### config.mk
export PLATFORM = sky130hd
export DESIGN_NAME = aes_ct_collector
export DESIGN_NICKNAME = d
export VERILOG_FILES = /design/src/rtl/aes_ct_collector.sv
export SDC_FILE = /design/constraint.sdc
export NUM_CORES = 1
export LEC_CHECK = 0
export BUFFER_PORTS_ARGS = -buffer_cell sky130_fd_sc_hd__buf_2
export CORE_AREA = 2 2 95 97
export CTS_CLUSTER_SIZE = 16
export DETAILED_ROUTE_END_ITERATION = 10
export DIE_AREA = 0 0 97 99
export PLACE_DENSITY = 0.5
export SKIP_CTS_REPAIR_TIMING = 1
export SYNTH_ARGS = -nofsm -noshare
export SYNTH_HDL_FRONTEND = slang
export SYNTH_SLANG_ARGS = --single-unit
### constraint.sdc
create_clock -name clk -period 6.5 [get_ports clk]
set_input_delay 0.325 -clock clk [delete_from_list [all_inputs] [get_ports clk]]
set_output_delay 0.325 -clock clk [all_outputs]
set_load 0.1 [all_outputs]
### src/rtl/aes_ct_collector.sv
// aes_ct_collector: capture stage behind the AES-lite byte encryptor.
// A rising edge on ct_ready captures ct_data into a show-ahead FIFO. The
// consumer drains the FIFO over a valid/ack handshake. The block also keeps a
// running XOR checksum of accepted bytes and a sticky flag for dropped bytes.
//
// Ports:
//   clk, rst_n          clock, synchronous active-low reset
//   ct_data, ct_ready   ciphertext byte and completion strobe (level)
//   clr                 clears overflow and checksum only
//   out_data, out_valid head-of-FIFO byte (00 while empty) and non-empty flag
//   out_ack             consumer accepts head when out_valid && out_ack
//   count, full, empty  occupancy (0..DEPTH) and decodes of it
//   overflow            sticky: a capture was dropped while full
//   checksum            XOR of accepted bytes since reset or clr
module aes_ct_collector #(
  parameter int unsigned DEPTH = 4,
  parameter int unsigned AW    = $clog2(DEPTH)
) (
  input  logic          clk,
  input  logic          rst_n,
  input  logic [7:0]    ct_data,
  input  logic          ct_ready,
  input  logic          clr,
  output logic [7:0]    out_data,
  output logic          out_valid,
  input  logic          out_ack,
  output logic [AW:0]   count,
  output logic          full,
  output logic          empty,
  output logic          overflow,
  output logic [7:0]    checksum
);

  localparam logic [AW:0] FULL_CNT = (AW+1)'(DEPTH);

  logic            ct_prev_q, ct_prev_d;
  logic [AW-1:0]   wr_ptr_q, wr_ptr_d;
  logic [AW-1:0]   rd_ptr_q, rd_ptr_d;
  logic [AW:0]     count_q, count_d;
  logic            overflow_q, overflow_d;
  logic [7:0]      checksum_q, checksum_d;
  logic [7:0]      mem_q [DEPTH];

  logic capture, pop, push, drop;
  logic full_c, empty_c;

  // Occupancy decodes come from count so full and empty never alias.
  assign full_c  = (count_q == FULL_CNT);
  assign empty_c = (count_q == '0);

  // Handshake decode: a pop frees a slot in the same cycle, so a capture
  // at full is still accepted when the head is leaving.
  always_comb begin
    capture = ct_ready && !ct_prev_q;
    pop     = !empty_c && out_ack;
    push    = capture && (!full_c || pop);
    drop    = capture && full_c && !pop;
  end

  // Next-state for pointers, count, checksum and overflow.
  always_comb begin
    ct_prev_d  = ct_ready;
    wr_ptr_d   = wr_ptr_q;
    rd_ptr_d   = rd_ptr_q;
    count_d    = count_q;
    overflow_d = overflow_q;
    checksum_d = checksum_q;

    if (push) wr_ptr_d = wr_ptr_q + AW'(1);
    if (pop)  rd_ptr_d = rd_ptr_q + AW'(1);

    case ({push, pop})
      2'b10:   count_d = count_q + (AW+1)'(1);
      2'b01:   count_d = count_q - (AW+1)'(1);
      default: count_d = count_q;
    endcase

    // clr first, then this cycle's capture result layered on top.
    if (clr) begin
      overflow_d = 1'b0;
      checksum_d = 8'h00;
    end
    if (push) checksum_d = checksum_d ^ ct_data;
    if (drop) overflow_d = 1'b1;
  end

  // Control state register.
  always_ff @(posedge clk) begin
    if (!rst_n) begin
      ct_prev_q  <= 1'b0;
      wr_ptr_q   <= '0;
      rd_ptr_q   <= '0;
      count_q    <= '0;
      overflow_q <= 1'b0;
      checksum_q <= 8'h00;
    end else begin
      ct_prev_q  <= ct_prev_d;
      wr_ptr_q   <= wr_ptr_d;
      rd_ptr_q   <= rd_ptr_d;
      count_q    <= count_d;
      overflow_q <= overflow_d;
      checksum_q <= checksum_d;
    end
  end

  // Storage is not reset; it is only observable through out_data when non-empty.
  always_ff @(posedge clk) begin
    if (rst_n && push) mem_q[wr_ptr_q] <= ct_data;
  end

  assign out_data  = empty_c ? 8'h00 : mem_q[rd_ptr_q];
  assign out_valid = !empty_c;
  assign count     = count_q;
  assign full      = full_c;
  assign empty     = empty_c;
  assign overflow  = overflow_q;
  assign checksum  = checksum_q;

endmodule

==> flow_summary_export.csv, run 1 <==
group,metric,value,unit
final_layout,antenna_cells,0,
power_and_ir_drop,power,1.12,mW
logic_synthesis,synthCells,166,
final_layout,layout.nets,218,
placed_design,portBuffers,35,
floorplan,core-area,8550,um2
logic_synthesis,synth-seq-cells,51,
final_layout,mostFrequentLayoutCells,"buf_2 (35), edfxtp_1 (32), dfxtp_1 (19)",
drt,via_per_inst,4.34,
critical_path,end_kind,"flop",
drt,first_pass_iters,4,
logic_synthesis,synth_cell_type_count,30,
critical_path,required,6.72,ns
power_and_ir_drop,power_frac_comb,48.2,%
global_routing,grt_max_degree,33,
logic_synthesis,synth-seq-area-share,59.5,%
sta,fin_skew,0.00288,ns
job,maxCapViolCount,0,
clock_network,cts_buffers,5,
logic_synthesis,synth_warnings,0,
critical_path,worstSetupStartpointType,"flop",
clock_network,cts_sinks,51,
floorplan,chipWidth,97,um
global_routing,grt_pass1_vias,1320,
critical_path,worst-path-max-fanout,17,
sta,whs,0.248,ns
clock_network,path_clk_slew,0.09,ns
power_and_ir_drop,power_density,430,nW/um2
sta,worstMarginPinSlew,0.918,ns
final_layout,finalCoreUtilization,30.5,%
power_and_ir_drop,pwr-share-clk,16.0,%
power_and_ir_drop,power.leakage,0.970,nW
sta,min_period,2.84,ns
drt,vias,1336,
global_routing,grt_first_pass_wirelength,7100,um
power_and_ir_drop,switching_power,572,uW
final_layout,fill_cells,888,
clock_network,cts_max_level,2,
outcome,status,"completed",
sta,setup_viol,0,
clock_network,clock_path_buffers,2,
floorplan,std_cell_rows,34,
drt,drt_wl_total,4320,um
placed_design,routabilityCongestion,0.730,
final_layout,design_area,2610,um2
global_routing,antenna_found_initial,0,
placed_design,dp_hpwl,2970,um
power_and_ir_drop,p_int,549,uW
floorplan,die_y,99,um
drt,first_iter_violations,54,
final_layout,multiInputGateArea,811,um2
clock_network,tritoncts,"done",
floorplan,dieArea,9600,um2
placed_design,place_area,2520,um2
global_routing,track_usage,9.43,%
min_path,hp-class,"input pin to flop",
drt,wl_per_cell,14.0,um
floorplan,pin_count,36,
clock_network,cts_root_buf,"clkbuf_8",
final_layout,drive_above_1_share,28.5,%
logic_synthesis,netlist_area,2260,um2
global_routing,grt_overflow_total,0,
drt,remaining_drc_errors,0,
sta,post-route-period-util,43.8,%
logic_synthesis,synth.net_count,185,
sta,fmax,352,MHz
critical_path,critPathKind,"flop to flop",
final_layout,register_area,1340,um2
power_and_ir_drop,ir_drop,0.209,mV
sta,max-slew-margin-rel,38.5,%
clock_network,clk_latency,0.30,ns
floorplan,initial_core_util,26.4,%
final_layout,final_common_cell,"buf_2",
power_and_ir_drop,switching_share,51.0,%
critical_path,arrival,3.07,ns
drt,detail-route-antenna-nets,0,
sta,report.final.slew_viol_count,0,
sta,grt_setup_unrepaired,"false",
power_and_ir_drop,seq_power_share,35.7,%
sta,setup_tns,0,ns
sta,finalHoldViolations,0,
logic_synthesis,postSynthAreaPerCell,13.6,um2
final_layout,syn_to_final_growth,15.6,%
==> power by group through the flow <==
stage,sequential (mW),clock (mW),combinational [mW]
4_1_cts,0.403,0.188,0.546
3_3_place_gp,0.409,0,0.544
2_1_floorplan,0.463,0,0.408
3_5_place_dp,0.410,0,0.544
6_report,0.401,0.180,0.541
5_1_grt,0.409,0.196,0.566
==> logic make-up after synthesis <==
logic type | share of synthesized area, %
flip-flops | 59.5
adder cells (fa/ha/maj) | 3.66
XOR/XNOR | 0.777
AND/OR/NAND/NOR | 14.3
multiplexers | 8.87
AO/OA/AOI/OAI | 8.32
buffers and inverters | 4.60
==> critical path, cell delays in order (launching register included) <==
cell and delay [ns]:
dfxtp_1 0.40, nor4b_4 0.83, nor2_2 0.19, inv_1 0.11, ha_1 0.18, inv_1 0.06
fa_1 0.37, xor2_1 0.16, or3_1 0.30, a21boi_0 0.18
==> worst paths after layout <==
| path | startpoint | endpoint | slack [ns] | depth (start not counted) |
|---|---|---|---|---|
| worst min register to register | wr_ptr_q[1] | wr_ptr_q[1] | 0.50 | 2 |
| worst max register to register | count[0] | count[2] | 3.66 | 9 |
| worst min-delay path | ct_ready | ct_prev_q | 0.25 | 2 |
| worst max-delay path | count[0] | count[2] | 3.66 | 9 |
==> stage by stage <==
stage               setup slack [ns]  std cells
finish                          3.66        308
global route                    3.46        308
CTS                             3.69        308
detailed placement              3.71        300
global placement                3.81        300
floorplan                       2.67        166
==> synthesized netlist by cell type, drive strengths merged <==
library cell / n / share of area [%]
inv: 15 / 2.5
o41ai: 8 / 3.1
fa: 1 / 0.89
dfxtp: 19 / 17
nor3b: 2 / 0.67
and2: 3 / 0.83
nor4b: 1 / 1.1
nand2b: 9 / 2.5
buf: 5 / 1.4
nor2b: 18 / 5.0
mux4: 8 / 8.0
a21boi: 2 / 0.67
xor2: 1 / 0.39
nor2: 1 / 0.28
and3: 4 / 1.3
o21a: 1 / 0.33
nand2: 7 / 1.2
or4bb: 1 / 0.50
xnor2: 1 / 0.39
mux2i: 2 / 0.89
edfxtp: 32 / 43
ha: 5 / 2.8
or3: 2 / 0.55
o21ai: 5 / 1.1
nor3: 1 / 0.44
o311ai: 8 / 3.1
clkbuf: 4 / 0.72
==> registers in the layout (all words and copies together) (netlist names), named ones only <==
name	count
rd_ptr_q	2
ct_prev_q	1
overflow	1
checksum	8
wr_ptr_q	2
count	3
mem_q	32
==> area by class of cell <==
type                       count  area share [%]
timing repair buffer          35            6.72
inverter                      15            2.16
multi-input combinational     91            31.1
clock buffer                   5            2.64
sequential                    51            51.4
tap                          108            5.18
clock inverter                 3           0.768
==> routing by layer <==
metal | up-vias | part of all wire, % | wire, um | track usage (%)
met3 | 4 | 6.2 | 269 | 2.70
met1 | 617 | 51 | 2200 | 13.5
met2 | 42 | 42 | 1800 | 14.0
met5 | - | 0 | 0 | 0
li1 | 673 | - | - | -
met4 | 0 | 1.2 | 50 | 2.60
Power figures use the tool's default switching activity.
==> inputs of run 2 (changes only) <==
--- a/config.mk
+++ b/config.mk
@@ -10,7 +10,7 @@
 export CTS_CLUSTER_SIZE = 16
 export DETAILED_ROUTE_END_ITERATION = 10
 export DIE_AREA = 0 0 97 99
-export PLACE_DENSITY = 0.5
+export PLACE_DENSITY = 0.52
 export SKIP_CTS_REPAIR_TIMING = 1
 export SYNTH_ARGS = -nofsm -noshare
 export SYNTH_HDL_FRONTEND = slang
==> constraint.sdc (replaced) <==
create_clock -name clk -period 2.3 [get_ports clk]
set_input_delay 0.115 -clock clk [delete_from_list [all_inputs] [get_ports clk]]
set_output_delay 0.115 -clock clk [all_outputs]
set_load 0.1 [all_outputs]
==> run 2 against run 1 <==
  * First-iteration DRC count increased by 85%
  * Clock power increased to 3.0 times the previous value
  * Count of clock-buffer cells in the layout unchanged
  * Critical path depth unchanged
  * Via count increased by 1.8%
  * Worst hold slack got worse by 0.22 ns
  * Combinational power increased to 3.0 times the previous value
  * Routed wire length increased by 3.0%
  * Utilization increased by 0.91 points
  * Highest routed layer unchanged
==> flow_summary_export.csv, run 2 (same netlist as run 1, synthesis figures left out) <==
group,metric,value,unit
outcome,status,"completed",
floorplan,die_y,99,um
global_routing,grt_max_degree,33,
sta,report.final.slew_viol_count,0,
sta,setup_viol,0,
critical_path,cpMostUsedCell,"inv_1",
global_routing,grt_pass1_vias,1333,
clock_network,cts_buffers,5,
sta,fmax,487,MHz
clock_network,tritoncts,"done",
sta,whs,0.0293,ns
critical_path,slowest_stage,"dfxtp_4",
floorplan,chipWidth,97,um
sta,max-slew-margin-rel,67.4,%
critical_path,worstReg2RegEnd,"count[2]",
drt,drt_wl_total,4450,um
global_routing,track_usage,9.86,%
drt,via_per_inst,4.36,
final_layout,finalCoreUtilization,31.4,%
critical_path,required,2.54,ns
placed_design,routabilityCongestion,0.709,
final_layout,layout.nets,222,
drt,vias,1360,
drt,remaining_drc_errors,0,
min_path,hold_depth,2,
placed_design,portBuffers,35,
sta,finalHoldViolations,0,
critical_path,worstSetupStartpointType,"flop",
drt,wl_per_cell,14.3,um
sta,setup_tns,0,ns
clock_network,cts_sinks,51,
final_layout,drive_above_1_share,37.3,%
global_routing,grt_first_pass_wirelength,7270,um
final_layout,fill_cells,861,
final_layout,design_area,2690,um2
final_layout,antenna_cells,0,
min_path,hold_start,"ct_ready",
critical_path,critPathKind,"flop to flop",
clock_network,clk_latency,0.31,ns
min_path,hold_end,"ct_prev_q",
power_and_ir_drop,power.leakage,1.01,nW
critical_path,cp_cell_sequence,"nor4b_4 -> nor2_2 -> inv_1 -> ha_2 -> inv_1 -> fa_2 -> xor2_1 -> or3_1 -> a21boi_1",
floorplan,std_cell_rows,34,
placed_design,dp_hpwl,3080,um
sta,post-route-period-util,89.3,%
power_and_ir_drop,power,3.30,mW
clock_network,cts_root_buf,"clkbuf_8",
clock_network,cts_max_level,2,
sta,worstMarginPinSlew,0.492,ns
placed_design,place_area,2590,um2
critical_path,end_kind,"flop",
min_path,hp-class,"input pin to flop",
drt,detail-route-antenna-nets,0,
power_and_ir_drop,ir_drop,0.599,mV
drt,first_iter_violations,100,
clock_network,path_clk_slew,0.10,ns
floorplan,dieArea,9600,um2
sta,fin_skew,0.00977,ns
final_layout,mostFrequentLayoutCells,"buf_2 (35), edfxtp_1 (32), dfxtp_1 (16)",
power_and_ir_drop,power_density,1230,nW/um2
final_layout,syn_to_final_growth,19.0,%
floorplan,pin_count,36,
job,maxCapViolCount,0,
sta,grt_setup_unrepaired,"false",
critical_path,cp_top_family,"simple AND/OR/NAND/NOR gates",
critical_path,critical_path_buf_inv_count,2,
drt,first_pass_iters,4,
critical_path,arrival,2.29,ns
global_routing,grt_overflow_total,0,
global_routing,antenna_found_initial,0,
floorplan,initial_core_util,26.4,%
floorplan,core-area,8550,um2
final_layout,final_common_cell,"buf_2",
sta,min_period,2.05,ns
critical_path,r2r_start,"count[1]",
critical_path,rrSetupSlack,0.25,ns
critical_path,ff2ff_path_depth,9,
final_layout,largest_register_ffs,32,
critical_path,worst-path-max-fanout,7,
final_layout,regMostFlops,"mem_q",
clock_network,clock_path_buffers,2,
critical_path,slowest_delay,0.38,ns
==> run 2: cell types whose count changed in the layout (fill, tap and decap cells not counted), sizes merged <==
cell	change
clkinvlp	-1
inv	+2
clkinv	-1
buf	+4
==> run 2: through the flow <==
step	instances	setup slack, ns
6_report	312	0.246
4_1_cts	312	0.222
3_3_place_gp	304	0.284
3_5_place_dp	304	0.245
5_1_grt	312	0.123
2_1_floorplan	166	0.00377
==> run 2: layer usage <==
layer / track usage (%) / wire length [um]
met1: 14.1 / 2220
met4: 2.93 / 31
met3: 2.98 / 197
met2: 14.4 / 2000
met5: 0 / 0
==> run 2: area by class of cell <==
cell class	count	area (um2)	share of cell area [%]
Sequential cell	51	1350	50.4
Multi-Input combinational cell	91	841	31.3
Timing Repair Buffer	39	205	7.64
Tap cell	108	135	5.03
Clock buffer	5	68.8	2.56
Inverter	15	56.3	2.10
Clock inverter	3	26.3	0.979
==> run 2: worst register-to-register path: cells and delay by family (launching register included) <==
family	cells	cell delay, ns
DFF	1	0.38
and+or+nand+nor	3	0.70
xor gates and xnor gates	1	0.15
buffers and inverters	2	0.13
AOI/OAI and AO/OA	1	0.11
adders and majority gates	2	0.51
==> run 2: how the worst max path moves through the flow <==
| stage | startpoint | endpoint | slack, ns | cells after the start |
|---|---|---|---|---|
| 2_1_floorplan | count[2] | count[2] | 0.004 | 9 |
| 6_report | count[1] | count[2] | 0.25 | 9 |
| 5_1_grt | count[1] | count[2] | 0.12 | 9 |
| 3_3_place_gp | count[1] | count[2] | 0.28 | 9 |
| 4_1_cts | count[1] | count[2] | 0.22 | 9 |
| 3_5_place_dp | count[1] | count[2] | 0.25 | 9 |
==> run 2: power by group <==
part / leakage [nW] / switching, mW / internal (mW) / total [mW]
Sequential: 0.448 / 0.0649 / 1.05 / 1.12
Clock: 0.0491 / 0.321 / 0.224 / 0.545
Combinational: 0.514 / 1.28 / 0.351 / 1.63
Total: 1.01 / 1.67 / 1.63 / 3.30
